`src/rtl/alu_ctrl_fsm.sv`:
```
// alu_ctrl_fsm: multicycle ALU/datapath controller; instr valid/ready in, leu/mem_ack in; selector0-4, reg_we/mem_re/mem_we, pc_sel, link_we, done/illegal/timeout pulses, retired count out
module alu_ctrl_fsm #(
  parameter int MEM_TIMEOUT = 15,
  parameter int CNT_W = 16
) (
  input  logic             clk,
  input  logic             rst_n,
  input  logic             instr_valid,
  output logic             instr_ready,
  input  logic [31:0]      instr,
  input  logic             leu,
  input  logic             mem_ack,
  output logic             selector0,
  output logic             selector1,
  output logic             selector2,
  output logic             selector3,
  output logic             selector4,
  output logic             reg_we,
  output logic             mem_re,
  output logic             mem_we,
  output logic [1:0]       pc_sel,
  output logic             link_we,
  output logic             done,
  output logic             illegal,
  output logic             timeout,
  output logic [CNT_W-1:0] retired
);
  localparam int WW = $clog2(MEM_TIMEOUT + 1);
  typedef enum logic [2:0] {IDLE, DECODE, EXEC, MEM, WB, TRAP} state_t;
  typedef enum logic [3:0] {
    OP_ADD, OP_LW, OP_SW, OP_NOR, OP_NORI, OP_NOT, OP_ROLV, OP_RORV,
    OP_JR, OP_JAL, OP_BLEU, OP_ILL
  } op_t;
  state_t state, state_n;
  op_t op, op_d;
  logic [3:0] op_bits;
  logic [WW-1:0] wait_cnt;
  logic done_q;
  logic ctrl;
  logic [2:0] sel;
  logic unused_bits;
  assign unused_bits = ^instr[25:6];
  always_comb begin
    op_d = OP_ILL;
    case (instr[31:26])
      6'b000000:
        case (instr[5:0])
          6'b100000: op_d = OP_ADD;
          6'b100111: op_d = OP_NOR;
          6'b000100: op_d = OP_ROLV;
          6'b000110: op_d = OP_RORV;
          6'b001000: op_d = OP_JR;
          default:   op_d = OP_ILL;
        endcase
      6'b100011: op_d = OP_LW;
      6'b101011: op_d = OP_SW;
      6'b001110: op_d = OP_NORI;
      6'b010000: op_d = OP_NOT;
      6'b000011: op_d = OP_JAL;
      6'b000111: op_d = OP_BLEU;
      default:   op_d = OP_ILL;
    endcase
  end
  always_comb begin
    state_n = state;
    case (state)
      IDLE:    state_n = instr_valid && instr_ready ? DECODE : IDLE;
      DECODE:  state_n = op == OP_ILL ? TRAP : EXEC;
      EXEC:    state_n = (op == OP_LW || op == OP_SW) ? MEM : ctrl ? IDLE : WB;
      MEM:     state_n = mem_ack ? (op == OP_LW ? WB : IDLE) :
                         wait_cnt == WW'(MEM_TIMEOUT) ? TRAP : MEM;
      default: state_n = IDLE;
    endcase
  end
  always_ff @(posedge clk or negedge rst_n) begin
    if (!rst_n) begin
      state    <= IDLE;
      op       <= OP_ADD;
      wait_cnt <= WW'(1);
      done_q   <= 1'b0;
      retired  <= '0;
    end else begin
      state    <= state_n;
      wait_cnt <= state == MEM ? wait_cnt + 1'b1 : WW'(1);
      done_q   <= (state == MEM && mem_ack && op == OP_SW) || (state == WB && op == OP_LW);
      retired  <= retired + CNT_W'(done);
      if (state == IDLE && instr_valid && instr_ready) op <= op_d;
    end
  end
  // Memory ops retire one cycle after leaving MEM/WB; done_q carries that
  // pulse and keeps the unit closed to new work while it is shown.
  assign instr_ready = state == IDLE && !done_q;
  assign ctrl        = op == OP_JR || op == OP_JAL || op == OP_BLEU;
  assign op_bits     = op;
  assign sel         = (state == IDLE || ctrl || op == OP_ILL) ? 3'd0 : op_bits[2:0];
  assign {selector4, selector3} = 2'b00;
  assign {selector2, selector1, selector0} = sel;
  assign reg_we  = state == WB;
  assign mem_re  = state == MEM && op == OP_LW;
  assign mem_we  = state == MEM && op == OP_SW;
  assign pc_sel  = state != EXEC ? 2'b00 : op == OP_JR ? 2'b10 : op == OP_JAL ? 2'b11 :
                   op == OP_BLEU ? {1'b0, leu} : 2'b00;
  assign link_we = state == EXEC && op == OP_JAL;
  assign done    = (state == EXEC && ctrl) || (state == WB && op != OP_LW) || done_q;
  assign illegal = state == TRAP && op == OP_ILL;
  assign timeout = state == TRAP && op != OP_ILL;
endmodule

```
`config.mk`:
```
export PLATFORM = sky130hd
export DESIGN_NAME = alu_ctrl_fsm
export DESIGN_NICKNAME = d
export VERILOG_FILES = /design/src/rtl/alu_ctrl_fsm.sv
export SDC_FILE = /design/constraint.sdc
export NUM_CORES = 1
export LEC_CHECK = 0
export CAP_MARGIN = 20
export CORE_MARGIN = 10
export CORE_UTILIZATION = 47
export DETAILED_ROUTE_END_ITERATION = 8
export PLACE_DENSITY = 0.86
export SETUP_SLACK_MARGIN = 0.05
export SYNTH_ARGS = -nofsm -noshare
export SYNTH_HDL_FRONTEND = slang
export SYNTH_SLANG_ARGS = --single-unit
```
`constraint.sdc`:
```
create_clock -name clk -period 6.6 [get_ports clk]
set_input_delay 0.99 -clock clk [delete_from_list [all_inputs] [get_ports clk]]
set_output_delay 0.99 -clock clk [all_outputs]
set_load 0.01 [all_outputs]
```
# Yosys cells after proc, flatten, opt, wreduce, memory -nomap -nowiden
# Index checks and enable logic that the tools add are counted.
# classes
reduce_logical	25
eq_ne	26
muxes	16
add_sub_neg	2
# op_table
cell	n
$pmux 4 s7	1
$eq 6x6->1 const B	4
$mux 3	7
$eq 4x4->1 const B	5
$pmux 4 s5	1
$eq 6x3->1 const B	3
$add 16x1->16	1
$logic_and 1x1->1	14
$eq 6x4->1 const B	2
$pmux 3 s4	1
$logic_or 1x1->1	8
$eq 3x2->1 const B	2
$eq 3x3->1 const B	2
$eq 6x2->1 const B	1
$eq 6x5->1 const B	1
$logic_not 6->1	1
$mux 2	3
$add 4x1->4 const B	1
$eq 4x1->1 const B	1
$eq 4x2->1 const B	1
$mux 4	1
$ne 4x1->1 const B	1
$ne 4x4->1 const B	1
$eq 3x1->1 const B	1
4 further kinds	5
# word_totals
register_bits	28
in_bits	37
output_inout_bits	31
word_cells	74

# Logic depth before layout (Yosys ltp)
# logic_depth
ltp_word	7
mapped_depth	11
ltp_nobuf	10

# Least setup slack after synthesis
# OpenSTA, ideal clock, no wires.
# synth_timing
path_type	register to register
startpoint	register state[2]
endpoint	register retired[14]
arrival_ps	2130
path_buffers	1
period_less_slack_ps	2255
setup_time_ps	125
stages_incl_launch_ff	12
path_slack_ps	4345
path_cell_list	dfrtp_1 buf_2 nor3b_2 nor2b_1 o21ai_0 a21o_1 ha_1 ha_1 inv_1 nor2_1 nand4_1 xnor2_1
# synth_between
elab_chain_len	5
elab_cells_between_ends	7
# synth_lines
element	line	rtl
start, declared	34	state_t state, state_n;
start signal, assigned	83	state <= state_n;
$eq 3x3->1	n/a	
net reg_we	18	output logic reg_we,
$logic_and 1x1->1	104	assign done = (state == EXEC && ctrl) || (state == WB && op != OP_LW) || done_q;
$logic_or 1x1->1 (2 in a row)	104	
net done	23	output logic done,
$add 16x1->16	86	retired <= retired + CNT_W'(done);
end signal, assigned	86	
end, declared	26	output logic [CNT_W-1:0] retired
# The timed path passes the listed nets, and every way through them passes these cells.
# A chain may end at the register's enable or synchronous reset.

# Final worst setup path
# layout_timing
startpoint	input leu
endpoint	output pc_sel[0]
# layout_between
elab_chain_len	4
# layout_lines
element	line	rtl
start, declared	11	input logic leu,
$mux 1	102	op == OP_BLEU ? {1'b0, leu} : 2'b00;
$mux 2 (3 in a row)	101	assign pc_sel = state != EXEC ? 2'b00 : op == OP_JR ? 2'b10 : op == OP_JAL ? 2'b11 :
end, declared	21	output logic [1:0] pc_sel,
# No other way between the ends.

==> results.md <==
- Clock root buffer: clkbuf_8
- Detailed Route Iter0 Violations: 51
- Final nets: 270
- Port buffer count: 45
- Tmin final: between 3 and 4 ns
- Commonest non-fill, non-tap cell in the layout: clkdlybuf4s50_1
- Vias: 1539
- N_diodes: 0
- Setup TNS: 0 ns
- I/O Pins: 68
- Post-synthesis cell type count: 44
- Post-DP HPWL: roughly 3100 um
- Hold Vio Cnt, Final: 0
- Starting density of the core: about 50%
- Worst Hold Path Cells: 1
- Post-Synth XOR/XNOR Area: 8.67%
- Clk_lat worst skew: between 0.2 and 0.3 ns
- HP Class: flip-flop to flip-flop
- Clock sink total: 28
- Compound-Gate Fraction of Synth Area: 12.5%
- Adder-cell share of the synthesized area: under 10%
- Non-filler instance count after layout: between 200 and 300
- CP max-delay cell: clkdlybuf4s50_1
- FF-to-FF Start: state[2]
- Vias in the first global route: ~1500
- Antenna violations before repair: 0
- Mux share of post-synthesis cell area: 0%
- Hold_sp: wait_cnt[0]
- FF+latch count, synth: 28
- Worst setup SP type: input pin
- Largest net degree at the start of global routing: 29
- GRT Total Usage: about an eighth
- Pwr Density: between 200 and 300 nW/um^2
- DRT Pass-1 Iters: 4
- Synth-to-Final Area Change: 32.0%
- Max rail drop VDD: ~160 uV
- Drt drc: 0
- Final setup margin: ~3.4 ns
- Reg2reg setup slack: 4.08 ns
- Avg WL per Cell: approximately 15 um
- EDFF count, synth: 0
- Cts hold-fix bufs: 0
- Synth top area cells: dfrtp_1 (39%), xnor2_1 (6.1%), nand2_1 (3.5%)
- Final instance area: approximately 2300 sq um
- Sequential fraction of the synthesis area: 40.9%
- Syn. warnings: 0
- Post-synthesis simple-gate area fraction: about a third
- Synth Instances: roughly 190
- GRT overflow: 0
- Total length of routed wires: around 4000 um
- Pleak: between 0.9 and 1 nW
- Layout Skew: 0.00278 ns
- H-tree Lvls: 1
- R2R depth: 10
- Row cnt: 21
- CP required: 5.61 ns
- Status: finished clean
- Most frequent cells in the layout: clkdlybuf4s50_1 (45), dfrtp_1 (27), nand2_1 (16)
- Largest family of logic cells by synthesized area: simple AND/OR/NAND/NOR gates
- Post-synth top area cell: dfrtp_1
- Top-area cell type share of the netlist area: between 30% and 40%
- DP Worst Slack: 3.40 ns
- Cells along the critical path: clkdlybuf4s50_1, a21oi_1, nor2_1, clkdlybuf4s50_1
- CP endpoint kind: output pin
- Synth Flop Type: dfrtp_1
- First-pass GRT wire length: roughly 6600 um
- R2r endpoint: retired[14]
- RSZ-0062 raised after global routing: false
- Layout cells sized above 1: 4.82%
- Post-Place Cells: 270
- Filler cell count: 281
- Fraction of registers with async set/reset: between 90% and 100%
- Worst Path Arrival: between 2 and 2.5 ns
- CTS tree: yes
- Routability congestion estimate: 0.852
- Placed Instance Area: about 2200 sq um
- Max Fclk: between 300 and 400 MHz
- CP Class: input pin to output pin
- Final-report max-slew violation count: 0
- DIE AREA: ~6500 sq um
- Die Span Y: 80.5 um
- Top cell by count, worst path: clkdlybuf4s50_1
- Cts repair resizes: 0
- Core Region: ~3400 sq um
- Mapped Avg Cell Area: between 9 and 10 sq um
- Clock buffer count from CTS: 3
- CTS Buffer Depth: 2
- # setup viols final: 0
- Die width: ~80 um
- Fin crit share: 48.4%
- Maximum net fanout on the critical path: 1
- Post-route ant nets: 0
- Vias/cell: around 5.6
- Max-Cap Viols: 0
- Crit path largest cell delay: about 0.56 ns
- WHS Endpoint: wait_cnt[0]
- Clock-pin slew on the worst setup and hold paths: ~0.09 ns
- Final Power: between 0.6 and 0.7 mW
- Post-CTS setup buffers: 0
- Syn Std Cell Area: about 1700 sq um
-- logic make-up after synthesis --
kind of cell | Yosys count
XOR/XNOR | 17
flip-flops | 28
AO/OA/AOI/OAI | 30
AND/OR/NAND/NOR | 94
other | 1
buffers and inverters | 11
adder cells (fa/ha/maj) | 4
-- flip-flops by register name, summed over array words and instances (netlist names) --
name / cells
retired: 16
op: 4
wait_cnt: 4
state: 3
done_q: 1
-- critical path, delay by kind of cell --
family | cells | cell delay, ns
buffers and inverters | 2 | 1.03
and+or+nand+nor | 1 | 0.12
AOI/OAI and AO/OA | 1 | 0.07
-- power by group --
group          switching, mW  leakage [nW]  internal [mW]
combinational          0.121         0.519          0.136
clock                 0.0512        0.0357         0.0811
sequential            0.0692         0.368          0.205
-- metal layers --
| metal | up-vias | track usage [%] | wire length (um) |
|---|---|---|---|
| met1 | 717 | 14.9 | 1730 |
| li1 | 755 | - | - |
| met2 | 58 | 20.1 | 1890 |
| met5 | - | 0 | 0 |
| met4 | 0 | 5.63 | 83 |
| met3 | 9 | 2.34 | 325 |
-- synthesized netlist by cell type (all sizes together) (3+ instances only) --
master  number
dfrtp       27
nand2       16
nor2        15
xnor2       12
nand3       10
nor3         8
a31oi        5
and3         5
buf          5
nand2b       5
nand4        5
nor2b        5
nor4         5
o211ai       5
o21ai        5
xor2         5
and2         4
ha           4
a21o         3
a21oi        3
clkbuf       3
inv          3
nand3b       3
nor3b        3
or3          3
-- area by class of cell --
| class | instances | area, sq um | share of cell area (%) |
|---|---|---|---|
| Multi-Input combinational cell | 147 | 967 | 42.7 |
| Inverter | 3 | 11.3 | 0.497 |
| Tap cell | 46 | 57.6 | 2.54 |
| Sequential cell | 28 | 702 | 31.0 |
| Clock buffer | 3 | 41.3 | 1.82 |
| Timing Repair Buffer | 46 | 458 | 20.2 |
| Clock inverter | 1 | 30.0 | 1.32 |
-- worst max path at each step --
stage                     startpoint          end  slack [ns]
after CTS                        leu    pc_sel[0]        3.40
after floorplan             state[2]  retired[14]        4.34
after global routing        state[1]         done        3.27
after global placement           leu    pc_sel[0]        3.47
final                            leu    pc_sel[0]        3.41
after detailed placement         leu    pc_sel[0]        3.40
-- per-stage QoR --
| stage | utilization (%) | hold slack, ns |
|---|---|---|
| floorplan | - | 0.431 |
| global placement | 63.8 | 0.441 |
| detailed placement | 63.8 | 0.447 |
| CTS | 65.9 | 0.470 |
| global route | 65.9 | 0.488 |
| finish | 65.9 | 0.468 |
(Power assumes the default switching activity.)
